===== config.mk =====
export PLATFORM = sky130hd
export DESIGN_NAME = bcd2binary_216
export DESIGN_NICKNAME = d
export VERILOG_FILES = /design/src/rtl/bcd_conv_pkg.sv /design/src/rtl/bcd_nibble_adj.sv /design/src/rtl/bcd2binary_216.sv
export SDC_FILE = /design/constraint.sdc
export NUM_CORES = 1
export LEC_CHECK = 0
export ABC_AREA = 1
export BUFFER_PORTS_ARGS = -buffer_cell sky130_fd_sc_hd__clkbuf_2
export CORE_MARGIN = 3
export CORE_UTILIZATION = 61
export DETAILED_ROUTE_END_ITERATION = 7
export PLACE_DENSITY = 0.84
export REMOVE_ABC_BUFFERS = 1
export SLEW_MARGIN = 20
export SYNTH_ARGS = -nofsm -noshare
export SYNTH_HDL_FRONTEND = slang
export SYNTH_SLANG_ARGS = --single-unit

===== constraint.sdc =====
create_clock -name sys_clk -period 2.76 [get_ports sys_clk]
set_input_delay 0.276 -clock sys_clk [delete_from_list [all_inputs] [get_ports sys_clk]]
set_output_delay 0.276 -clock sys_clk [all_outputs]
set_load 0.05 [all_outputs]

===== src/rtl/bcd_conv_pkg.sv =====
// Shared constants and state encoding for the BCD-to-binary converter.
// Six BCD digits fit in 20 bits because 999999 < 2^20.
package bcd_conv_pkg;

    localparam int unsigned BIN_W     = 20;
    localparam int unsigned DIGITS    = 6;
    localparam int unsigned NIB_W     = 4;
    localparam int unsigned ITER_LAST = BIN_W - 1;

    typedef enum logic [1:0] {
        IDLE  = 2'd0,
        SHIFT = 2'd1,
        DONE  = 2'd2
    } conv_state_e;

    function automatic logic digit_invalid(input logic [NIB_W-1:0] d);
        return d > 4'd9;
    endfunction

endpackage


===== src/rtl/bcd_nibble_adj.sv =====
// Reverse double-dabble correction cell: a nibble that became >= 8 after the
// right shift has absorbed a 10/2 carry and is pulled back by 3.
module bcd_nibble_adj (
    input  logic [3:0] din,
    output logic [3:0] dout
);

    assign dout = (din >= 4'd8) ? (din - 4'd3) : din;

endmodule


===== src/rtl/bcd2binary_216.sv =====
// Six-digit BCD to 20-bit binary converter, one reverse double-dabble
// iteration per clock behind a start/busy/done handshake.
module bcd2binary_216 #(
    parameter int unsigned BIN_W = 20,
    parameter int unsigned CNT_W = 5
) (
    input  logic             sys_clk,
    input  logic             sys_rst_n,
    input  logic             start,
    input  logic [3:0]       unit,
    input  logic [3:0]       ten,
    input  logic [3:0]       hun,
    input  logic [3:0]       tho,
    input  logic [3:0]       t_tho,
    input  logic [3:0]       h_tho,
    output logic             busy,
    output logic             done,
    output logic             err,
    output logic [BIN_W-1:0] out_data
);

    import bcd_conv_pkg::*;

    localparam int unsigned BCD_W  = DIGITS * NIB_W;
    localparam int unsigned DATA_W = BCD_W + BIN_W;

    conv_state_e       state_q;
    logic [CNT_W-1:0]  cnt_q;
    logic [DATA_W-1:0] data_q;
    logic              err_q;

    logic [DATA_W-1:0] shifted;
    logic [BCD_W-1:0]  adj_bcd;
    logic [DATA_W-1:0] data_nxt;
    logic              in_err;

    assign shifted = data_q >> 1;

    for (genvar i = 0; i < DIGITS; i++) begin : g_adj
        bcd_nibble_adj u_adj (
            .din  (shifted[BIN_W + i*NIB_W +: NIB_W]),
            .dout (adj_bcd[i*NIB_W +: NIB_W])
        );
    end

    assign data_nxt = {adj_bcd, shifted[BIN_W-1:0]};

    assign in_err = digit_invalid(unit)  | digit_invalid(ten)   | digit_invalid(hun) |
                    digit_invalid(tho)   | digit_invalid(t_tho) | digit_invalid(h_tho);

    assign busy = (state_q != IDLE);

    always_ff @(posedge sys_clk or negedge sys_rst_n) begin
        if (!sys_rst_n) begin
            state_q  <= IDLE;
            cnt_q    <= '0;
            data_q   <= '0;
            err_q    <= 1'b0;
            done     <= 1'b0;
            err      <= 1'b0;
            out_data <= '0;
        end else begin
            done <= 1'b0;
            unique case (state_q)
                IDLE: begin
                    if (start) begin
                        data_q  <= {h_tho, t_tho, tho, hun, ten, unit, {BIN_W{1'b0}}};
                        cnt_q   <= '0;
                        err_q   <= in_err;
                        state_q <= SHIFT;
                    end
                end
                SHIFT: begin
                    data_q <= data_nxt;
                    cnt_q  <= cnt_q + CNT_W'(1);
                    if (cnt_q == CNT_W'(BIN_W - 1)) begin
                        state_q <= DONE;
                    end
                end
                DONE: begin
                    // Invalid digits still run the full sequence so latency is fixed.
                    out_data <= err_q ? '0 : data_q[BIN_W-1:0];
                    err      <= err_q;
                    done     <= 1'b1;
                    state_q  <= IDLE;
                end
                default: state_q <= IDLE;
            endcase
        end
    end

endmodule


# Word-level counts from Yosys, hierarchy flattened
# Cells that the tools add are included.
[word_totals] reg_bits=74 input_bits=27 elab_cells=57
[classes] add_sub_neg=7 order_cmp=12 n_eq_ne=5 muxes=15 bitwise=5 n_reduce_logical=6
[ops] op="$pmux W44 S2" n=1
[ops] op="$mux W44" n=1
[ops] op="$gt A4 B4 Y1 const B" n=6
[ops] op="$mux W4" n=6
[ops] op="$ge A4 B4 Y1 const B" n=5
[ops] op="$mux W20" n=1
[ops] op="$sub A4 B2 Y4 const B" n=5
[ops] op="$pmux W5 S2" n=1
[ops] op="$reduce_and A2 Y1" n=3
[ops] op="$add A5 B1 Y5 const B" n=1
[ops] op="$eq A5 B5 Y1 const B" n=1
[ops] op="$mux W5" n=1
[ops] op="$or A1 B1 Y1" n=5
[ops] op="$ge A3 B4 Y1 const B" n=1
[ops] op="$mux W2" n=2
[ops] op="$ne A2 B2 Y1 const B" n=2
[ops] op="$pmux W2 S2" n=1
[ops] op="$reduce_bool A2 Y1" n=2
[ops] op="$sub A3 B2 Y4 const B" n=1
[ops] op="$eq A2 B1 Y1 const B" n=1
[ops] op="$eq A2 B2 Y1 const B" n=1
[ops] op="$logic_not A2 Y1" n=1
[ops] op="$mux W1" n=1

# Longest topological paths before layout
# Gate-level depths: netlist (run 1).
[logic_depth] depth_word=6 mapped_depth=8 ltp_nobuf=8

# By module
# From an unflattened synthesis (run 1), not the netlist that was laid out.
[hier_totals] cells_unflattened=420 hier_area_um2=3631.0
[modules_own_cells] module="bcd2binary_216" n_inst=1 cells_each=324 area_each_um2=3098.0 seq_area_each_um2=1851.8
[modules_own_cells] module="bcd_nibble_adj" n_inst=6 cells_each=16 area_each_um2=88.8 seq_area_each_um2=0.0

# Least setup slack after synthesis (run 1)
# No wires, ideal clock.
[synth_path] path_kind="register to register" from="register state_q[0]" to="register data_q[3]" setup_time_ns=0.133 arrival_time_ns=1.056 required_time_ns=2.627 setup_slack_ns=1.571 path_stages_with_launch=7 path_buffers=2 period_less_slack_ns=1.189 cell_sequence="dfrtp_1 -> inv_1 -> nand3_2 -> nand2_2 -> buf_6 -> buf_6 -> o22ai_1"
[synth_via] elab_chain_cells=3
[synth_rtl] element="start: declaration" line="bcd2binary_216.sv:27" source="conv_state_e state_q;"
[synth_rtl] element="start signal: assignment" line="bcd2binary_216.sv:55" source="state_q <= IDLE;"
[synth_rtl] element="start signal: assignment" line="bcd2binary_216.sv:70" source="state_q <= SHIFT;"
[synth_rtl] element="start signal: assignment" line="bcd2binary_216.sv:77" source="state_q <= DONE;"
[synth_rtl] element="$eq A2 B1 Y1 / $logic_not A2 Y1 (equally long branches)" line="bcd2binary_216.sv:64" source="unique case (state_q)"
[synth_rtl] element="$reduce_bool A2 Y1 (no source line) / $ne A2 B2 Y1 (equally long branches)"
[synth_rtl] element="$reduce_and A2 Y1 (no source line)"
[synth_rtl] element="end signal: assignment" line="bcd2binary_216.sv:67" source="data_q <= {h_tho, t_tho, tho, hun, ten, unit, {BIN_W{1'b0}}};"
[synth_rtl] element="end signal: assignment" line="bcd2binary_216.sv:74" source="data_q <= data_nxt;"
[synth_rtl] element="end: declaration" line="bcd2binary_216.sv:29" source="logic [DATA_W-1:0] data_q;"
# Several ways; a longest one is shown, not always the timed one.
# A chain may end at the register's enable or synchronous reset.

# Worst setup path after layout (run 1)
[layout_path] from="register state_q[0]" to="register data_q[31]"
# The elaborated chain is that of the path after synthesis.

==> implementation parameters, run 1 <==
Parameter                              Value

Layout
  Area occupied by multi-input gates    1300 sq um
  Net total in the final layout    476
  Share of final-layout standard cells stronger than drive strength 1    21.4%
  Antenna diode count    0
  Finished Cell Area    3970 sq um
  Fill cell instance count of the final layout    405
  Syn-to-layout area delta    13.9%
  FF/Latch Area    1850 sq um

Critical path
  Required time worst endpoint    3.03 ns
  Type of element capturing the critical path    flip-flop
  Count of cells along the worst register-to-register path    7
  Biggest fanout along the worst timing path    26
  Type of the worst setup path    flip-flop to flip-flop
  Arr. time, crit path    2.18 ns
  Startpoint type of the worst setup path    flip-flop

Worst hold path
  Classification of the worst-slack hold path    primary input to flip-flop
  Number of cells on the worst hold path    3

Yosys
  Instance count of the mapped netlist    389
  Leading cell type by number of instances after synthesis    nand2_1
  Synthesized flop and latch total    74
  Most frequent cells after synthesis    91 x nand2_1, 74 x dfrtp_1, 57 x inv_1
  Mapped Area    3480 sq um
  Ys flop type    dfrtp_1
  Number of different library cells in the post-synthesis netlist    25
  Post-Syn Area per Cell    8.95 sq um
  EDFF count, synth    0
  Number of warning messages in the yosys log    0
  Cells taking the most area after synthesis    dfrtp_1 53%, nand2_1 9.8%, inv_1 6.1%
  Proportion of synthesized flip-flops having asynchronous set or reset    100%
  Cell taking the most area after synthesis    dfrtp_1
  Fraction of post-synthesis cell area in the top cell type by area    53.2%
  Share of the yosys chip area belonging to registers    53.2%

STA
  Final-report setup violation count    0
  Accumulated negative setup slack    0 ns
  Achievable Freq    524 MHz
  Number of max-slew violations in the final report    0
  Slew of the pin with the lowest slew margin    0.719 ns
  Final clock skew    0.00898 ns
  RSZ-0062 raised after global routing    no
  Final Critical Period    1.91 ns
  Share of the cycle needed by the critical path after routing    69.1%
  Worst relative slew slack    52.0%
  Hold violation count in the final report    0

Die
  Core area    5300 sq um
  Die outline width    81.6 microns
  Num ports    50
  Effective utilization at floorplan    65.7%
  Number of placement rows    26
  Die Ht    81.6 microns
  Die Area    6650 sq um

CTS
  Post-CTS Setup Bufs    0
  Clock latency at the later pin of the worst-skew pair    0.34 ns
  Clock root cell    clkbuf_8
  Number of H-tree levels    3
  Num Clock Sinks    74
  Total clock buffers created by CTS    9
  Number of instances resized during post-cts repair    0
  CTS tree    built
  Clock-pin transition on the worst setup and hold timing paths    0.08 ns
  CTS Buffer Depth    2

Routing
  Mean number of vias per cell    5.38
  Pre-Repair DR Iteration Count    4
  Post-route DRC violation count    0
  Number of nets with antenna violations after detailed routing    0
  Number of design-rule violations left by the first detailed-router iteration    245
  Average wire length per cell after detail routing    14.1 microns
  Overall via count from detail_route    2762
  Total wirelength of the detailed-routed design    7.24 mm

GRT
  Global-route wire length before repair    11.8 mm
  Total global routing overflow    0
  Maximum number of pins on one net before global-route repair    31
  Via count of the first global-routing pass    2650
  Aggregate global-route resource usage    23.2%
  Antenna violations before repair    0

Flow run
  Maximum capacitance violations    0

Placement
  Cell Area, Placed    3740 sq um
  Port Buffer Count    49
  Last weighted congestion value of the routability-driven placer    0.802
  Detailed-placement wirelength estimate    4.86 mm

Outcome
  Status    finished clean

Pwr
  Maximum VDD drop    0.655 mV
  Power per Cell Area    1140 nW/um^2
  Leakage power summed over all cells    0.00208 uW
-- flip-flops by register name, indices dropped and copies added, names as in the netlist --
| name | flops |
|---|---|
| err_q | 1 |
| done | 1 |
| err | 1 |
| out_data | 20 |
| data_q | 44 |
| cnt_q | 5 |
| state_q | 2 |
-- power by group --
| part | leakage (uW) | total, uW | switching, uW | internal, uW |
|---|---|---|---|---|
| clock | 0.000110 | 920 | 408 | 513 |
| sequential | 0.000920 | 1720 | 239 | 1480 |
| combinational | 0.00105 | 1870 | 1270 | 600 |
-- per-layer routing --
metal | wire length (microns) | part of all wire (%) | global-route usage, % | vias to the layer above
met5 | 0 | 0 | 0 | -
met2 | 3660 | 51 | 41.1 | 80
li1 | - | - | - | 1343
met3 | 367 | 5.1 | 3.18 | 10
met1 | 3120 | 43 | 28.6 | 1329
met4 | 92 | 1.3 | 9.29 | 0
-- path summary, 6_finish.rpt --
kind	startpoint	endpoint	slack [ns]
max	state_q[0]	data_q[31]	0.85
min	hun[0]	data_q[28]	0.17
max reg2reg	state_q[0]	data_q[31]	0.85
min reg2reg	out_data[14]	out_data[14]	0.48
max in group asynchronous	sys_rst_n	data_q[9]	1.45
min in group asynchronous	sys_rst_n	out_data[17]	0.53
-- cell families (layout without fill, tap and decap cells) --
| family | count (synthesis) | in the layout | synth area share [%] |
|---|---|---|---|
| AOI/OAI and AO/OA | 84 | 84 | 15.6 |
| xor gates and xnor gates | 5 | 5 | 1.26 |
| adders and majority gates | 11 | 11 | 3.95 |
| buffers and inverters | 76 | 130 | 9.59 |
| DFF | 74 | 74 | 53.2 |
| and+or+nand+nor | 139 | 139 | 16.4 |
-- per-stage QoR --
step	hold WS, ns	instances	power, uW	worst slack (ns)	utilization [%]
after global placement	0.357	496	3460	0.956	70.5
after floorplan	-0.0196	373	3100	0.773	-
after CTS	0.166	513	4520	0.840	74.8
final	0.166	513	4510	0.853	74.8
after detailed placement	0.353	496	3580	0.850	70.5
after global routing	0.192	513	4840	0.663	74.8
-- cell type report --
class / instances / share of cell area, %
Inverter: 60 / 5.68
Clock buffer: 10 / 3.22
Tap cell: 70 / 2.21
Clock inverter: 6 / 2.30
Sequential cell: 74 / 46.7
Timing Repair Buffer: 54 / 7.19
Multi-Input combinational cell: 239 / 32.7
-- layout by cell type (no fill, tap or decap), types with 2 or more instances in the layout --
cell type,netlist,layout
o22ai_1,29,29
a21oi_1,5,5
nand2_1,91,91
nand4_1,2,2
clkinv_4,0,3
inv_1,57,57
o21ai_2,19,19
xor2_1,5,5
clkbuf_2,0,48
buf_4,1,4
nor2_1,28,28
ha_1,11,11
o21ai_0,25,25
clkbuf_8,0,9
o211ai_1,5,5
inv_2,3,3
dfrtp_1,74,74
bufinv_16,0,2
nor2_4,2,2
nand3_1,12,12
-- critical path, cell delays in order (launching register included) --
cell	delay [ns]
dfrtp_1	0.42
inv_1	0.15
nand3_2	0.28
nand2_2	0.49
inv_2	0.23
nand2_1	0.10
inv_1	0.04
nor2_1	0.11
-- repair_timing --
| item | in CTS | in global routing |
|---|---|---|
| hold buffers | 1 | 0 |
| endpoints found under the hold margin | 28 | 0 |
| endpoints found under the setup margin | 0 | 0 |
Power figures use the tool's default switching activity.
==> run 2: changes to the inputs <==
--- a/config.mk
+++ b/config.mk
@@ -8,9 +8,9 @@
 export ABC_AREA = 1
 export BUFFER_PORTS_ARGS = -buffer_cell sky130_fd_sc_hd__clkbuf_2
 export CORE_MARGIN = 3
-export CORE_UTILIZATION = 61
+export CORE_UTILIZATION = 57
 export DETAILED_ROUTE_END_ITERATION = 7
-export PLACE_DENSITY = 0.84
+export PLACE_DENSITY = 0.79
 export REMOVE_ABC_BUFFERS = 1
 export SLEW_MARGIN = 20
 export SYNTH_ARGS = -nofsm -noshare
==> constraint.sdc (replaced) <==
create_clock -name sys_clk -period 1.76 [get_ports sys_clk]
set_input_delay 0.176 -clock sys_clk [delete_from_list [all_inputs] [get_ports sys_clk]]
set_output_delay 0.176 -clock sys_clk [all_outputs]
set_load 0.05 [all_outputs]
==> implementation parameters, run 2 (synthesis gave the netlist of run 1 again) <==
Parameter                              Value

Layout
  Most common cell after layout, fill and taps aside    nand2_1
  Top library cells by usage in the layout, fill and taps aside    91 x nand2_1, 74 x dfrtp_1, 57 x inv_1
  Net total in the final layout    481
  Register with the most flip-flops    data_q
  Number of standard cells in the layout, taps in and fillers out    520
  Final design utilization    69.9%
  Syn-to-layout area delta    14.6%
  Antenna diode count    0
  Registers with the most flip-flops    data_q x44, out_data x20, cnt_q x5
  Max reg flops    44
  Fill cell instance count of the final layout    475
  Share of final-layout standard cells stronger than drive strength 1    22.5%

Routing
  Mean number of vias per cell    5.26
  Pre-Repair DR Iteration Count    4
  Number of nets with antenna violations after detailed routing    0
  Average wire length per cell after detail routing    13.8 microns
  Total wirelength of the detailed-routed design    7.18 mm
  Post-route DRC violation count    0
  Overall via count from detail_route    2733
  Number of design-rule violations left by the first detailed-router iteration    175

CTS
  Total clock buffers created by CTS    9
  Number of H-tree levels    3
  Num Clock Sinks    74
  CTS tree    built
  Clock root cell    clkbuf_8
  Clock latency at the later pin of the worst-skew pair    0.35 ns
  Clock-pin transition on the worst setup and hold timing paths    0.08 ns
  CTS Buffer Depth    2
  Number of instances resized during post-cts repair    0

Critical path
  Required time worst endpoint    2.00 ns
  Type of element capturing the critical path    flip-flop
  Arr. time, crit path    1.73 ns
  Type of the worst setup path    flip-flop to flip-flop
  Flop2flop setup slack    0.27 ns
  Startpoint type of the worst setup path    flip-flop
  Biggest fanout along the worst timing path    24

GRT
  Aggregate global-route resource usage    22.4%
  Global-route wire length before repair    12.7 mm
  Total global routing overflow    0
  Via count of the first global-routing pass    2704
  Antenna violations before repair    0
  Maximum number of pins on one net before global-route repair    29

STA
  Final-report setup violation count    0
  Final Critical Period    1.49 ns
  Number of max-slew violations in the final report    0
  Worst setup margin    0.271 ns
  Final clock skew    0.00802 ns
  Hold violation count in the final report    0
  RSZ-0062 raised after global routing    no
  Slew of the pin with the lowest slew margin    0.558 ns
  Share of the cycle needed by the critical path after routing    84.6%
  Worst relative slew slack    62.7%
  Achievable Freq    672 MHz

Worst hold path
  Classification of the worst-slack hold path    primary input to flip-flop

Flow run
  Maximum capacitance violations    0

Die
  Die Area    7080 sq um
  Die outline width    84.2 microns
  Number of placement rows    27
  Die Ht    84.2 microns
  Effective utilization at floorplan    61.0%
  Core area    5710 sq um
  Num ports    50

Pwr
  Maximum VDD drop    0.869 mV
  Power per Cell Area    1710 nW/um^2
  Leakage power summed over all cells    0.00209 uW
  Total power    6830 uW

Outcome
  Status    finished clean

Placement
  Port Buffer Count    49
  Post-Place Setup Slack    0.283 ns
  Number of placed instances with taps included    503
  Last weighted congestion value of the routability-driven placer    0.867
  Detailed-placement wirelength estimate    4.97 mm
==> run 2: changes by cell type in the layout (fill, tap and decap cells not counted), moves of 2 or more <==
cell        before  now
clkinvlp_4       0    2
buf_4            4    7
bufinv_16        2    0
buf_12           0    2
==> run 2: cell type report <==
cell class	count	area, sq um	share of cell area (%)
clock buffers	10	138	3.45
clock inverters	6	42.5	1.07
inverters	60	225	5.64
multi-input cells	239	1300	32.5
flip-flops and latches	74	1850	46.4
well taps	72	90.1	2.26
repair buffers	59	348	8.71
==> run 2: per-layer routing <==
metal	up-vias	track usage [%]	routed length, microns
li1	1348	-	-
met1	1298	28.4	3130
met2	74	36.8	3560
met3	13	5.40	357
met4	0	9.21	143
met5	-	0	0
==> run 2: worst max-delay path, cell delays in order, from the launching register on <==
cell,delay [ns]
dfrtp_1,0.40
inv_1,0.12
nor2_4,0.45
o21ai_0,0.21
o22ai_1,0.15
nor2_1,0.05
==> run 2: worst paths after layout <==
path,depth (start not counted),from,to
max,5,state_q[0],data_q[23]
min,3,t_tho[0],data_q[36]
max reg2reg,5,state_q[0],data_q[23]
min reg2reg,2,out_data[16],out_data[16]
max in group asynchronous,3,sys_rst_n,data_q[37]
min in group asynchronous,2,sys_rst_n,out_data[14]
==> run 2: timing repair <==
| item | in CTS | in global routing |
|---|---|---|
| hold buffers | 1 | 0 |
| buffers inserted | 0 | 0 |
| endpoints found under the hold margin | 18 | 0 |
==> run 2: metrics by stage <==
stage,cell area [sq um],setup TNS (ns),hold slack (ns)
finish,3990,0,0.0656
global route,3990,0,0.0455
CTS,3990,0,0.0519
detailed placement,3800,0,0.165
global placement,3800,0,0.165
floorplan,3370,-3.29,-0.120
==> run 2: where the power goes <==
| part | switching [uW] | internal [uW] | leakage (uW) |
|---|---|---|---|
| registers | 375 | 2330 | 0.000920 |
| clock network | 632 | 549 | 0.0000882 |
| logic | 1960 | 989 | 0.00108 |
==> run 3: changes to the inputs <==
--- a/config.mk
+++ b/config.mk
@@ -8,9 +8,9 @@
 export ABC_AREA = 1
 export BUFFER_PORTS_ARGS = -buffer_cell sky130_fd_sc_hd__clkbuf_2
 export CORE_MARGIN = 3
-export CORE_UTILIZATION = 57
+export CORE_UTILIZATION = 51
 export DETAILED_ROUTE_END_ITERATION = 7
-export PLACE_DENSITY = 0.79
+export PLACE_DENSITY = 0.75
 export REMOVE_ABC_BUFFERS = 1
 export SLEW_MARGIN = 20
 export SYNTH_ARGS = -nofsm -noshare
==> constraint.sdc (replaced) <==
create_clock -name sys_clk -period 1.3 [get_ports sys_clk]
set_input_delay 0.13 -clock sys_clk [delete_from_list [all_inputs] [get_ports sys_clk]]
set_output_delay 0.13 -clock sys_clk [all_outputs]
set_load 0.05 [all_outputs]
==> implementation parameters, run 3 (synthesis gave the netlist of run 1 again) <==
Parameter                              Value

CTS
  CTS Buffer Depth    2
  Number of H-tree levels    3
  Clock-pin transition on the worst setup and hold timing paths    0.07 ns
  Total clock buffers created by CTS    9
  Clock latency at the later pin of the worst-skew pair    0.34 ns
  CTS tree    built
  Num Clock Sinks    74
  Clock root cell    clkbuf_8

GRT
  Aggregate global-route resource usage    20.8%
  Total global routing overflow    0
  GR Util met3    4.75%
  Global-route wire length before repair    12.4 mm
  Via count of the first global-routing pass    2757
  Met1 capacity usage during global routing    26.5%
  Top Usage Layer GRT    met2
  Maximum number of pins on one net before global-route repair    75
  GR met2 Demand/Resource    34.5%
  Antenna violations before repair    0

Critical path
  Startpoint type of the worst setup path    flip-flop
  Arr. time, crit path    1.15 ns
  Required time worst endpoint    1.17 ns
  Type of element capturing the critical path    output pin
  Type of the worst setup path    flip-flop to output pin
  Biggest fanout along the worst timing path    3

STA
  Final Critical Period    1.28 ns
  Hold violation count in the final report    0
  Achievable Freq    784 MHz
  RSZ-0062 raised after global routing    yes
  Final-report setup violation count    0
  Final clock skew    0.00803 ns
  Slew of the pin with the lowest slew margin    0.382 ns
  Number of max-slew violations in the final report    0
  Share of the cycle needed by the critical path after routing    98.1%
  Worst relative slew slack    74.6%

Placement
  Cell Area, Placed    3820 sq um
  Port Buffer Count    49
  Detailed-placement wirelength estimate    4.95 mm
  Last weighted congestion value of the routability-driven placer    0.821

Layout
  Most common cell after layout, fill and taps aside    nand2_1
  Share of final-layout standard cells stronger than drive strength 1    28.1%
  Registers with the most flip-flops    data_q x44, out_data x20, cnt_q x5
  Syn-to-layout area delta    21.8%
  Area occupied by multi-input gates    1360 sq um
  Max reg flops    44
  Fill cell instance count of the final layout    536
  FF/Latch Area    1850 sq um
  Antenna diode count    0
  Finished Cell Area    4240 sq um
  Top library cells by usage in the layout, fill and taps aside    89 x nand2_1, 73 x dfrtp_1, 47 x inv_1, 47 x clkbuf_2
  Register with the most flip-flops    data_q
  Final design utilization    65.3%
  Net total in the final layout    494

Pwr
  Leakage power summed over all cells    0.00218 uW
  Sw frac    41.2%
  Part of the total power dissipated in sequential elements    35.6%
  Part of the total power dissipated in combinational logic    45.7%
  Maximum VDD drop    1.08 mV
  Power per Cell Area    2420 nW/um^2
  Internal power consumption    6040 uW
  Clock Power Share    18.7%
  Switching power total    4230 uW

Die
  Die Ht    88.6 microns
  Number of placement rows    29
  Core area    6490 sq um
  Effective utilization at floorplan    53.6%
  Num ports    50
  Die outline width    88.6 microns
  Die Area    7860 sq um

Routing
  Pre-Repair DR Iteration Count    4
  Number of design-rule violations left by the first detailed-router iteration    129
  Overall via count from detail_route    2836
  Mean number of vias per cell    5.29
  Average wire length per cell after detail routing    14.2 microns
  Number of nets with antenna violations after detailed routing    0
  Total wirelength of the detailed-routed design    7.63 mm
  Post-route DRC violation count    0

Outcome
  Status    finished clean

Worst hold path
  Classification of the worst-slack hold path    primary input to flip-flop

Flow run
  Maximum capacitance violations    0
## run 3: critical path, cell delays in order (launching register included)
cell     delay, ns
dfrtp_1       0.43
inv_2         0.14
nand2_2       0.08
buf_8         0.15
## run 3: layout make-up
class / count / area share (%)
clock buffers: 11 / 3.33
clock inverters: 3 / 1.53
inverters: 60 / 5.46
multi-input cells: 239 / 32.1
flip-flops and latches: 74 / 43.7
well taps: 77 / 2.27
repair buffers: 72 / 11.6
## run 3: metal layers
metal  up-vias  share of wire [%]
li1       1377                  -
met1      1347                 44
met2        96                 49
met3        16                4.2
met4         0                2.1
met5         -                  0
## run 3: worst paths after layout
path,from,endpoint,slack (ns),cells past startpoint
setup / recovery,state_q[0],busy,0.02,3
max in group asynchronous,sys_rst_n,cnt_q[0],0.64,3
hold reg to reg,out_data[14],out_data[14],0.48,2
hold / removal,hun[0],data_q[28],0.03,3
setup reg to reg,state_q[1],data_q[23],0.03,6
min in group asynchronous,sys_rst_n,out_data[15],0.36,3
## run 3: power by group through the flow
stage          combinational, uW  sequential (uW)  clock [uW]
6_report                    4690             3660        1920
5_1_grt                     5310             3760        2080
4_1_cts                     4170             3640        1960
3_5_place_dp                4130             3680           0
3_3_place_gp                3930             3650           0
2_1_floorplan               2550             4030           0
## run 3: stage by stage
step	setup TNS, ns	worst slack, ns	cells	power [uW]	hold WS [ns]
2_1_floorplan	-24.97	-0.687	373	6580	-0.166
3_3_place_gp	0	0.0388	508	7570	0.189
3_5_place_dp	-0.193	-0.0544	508	7810	0.192
4_1_cts	-0.0120	-0.00917	523	9770	0.0139
5_1_grt	-0.511	-0.0445	536	11100	0.0259
6_report	0	0.0247	536	10300	0.0285
## run 3: what timing repair did
| item | in CTS | in global routing |
|---|---|---|
| gates resized for setup | 4 | 28 |
| buffers inserted | 0 | 12 |
| endpoints found under the setup margin | 17 | 63 |
| cloned | 0 | 1 |
| pin swaps | 0 | 3 |
| endpoints found under the hold margin | 74 | 0 |
| hold buffers | 1 | 0 |
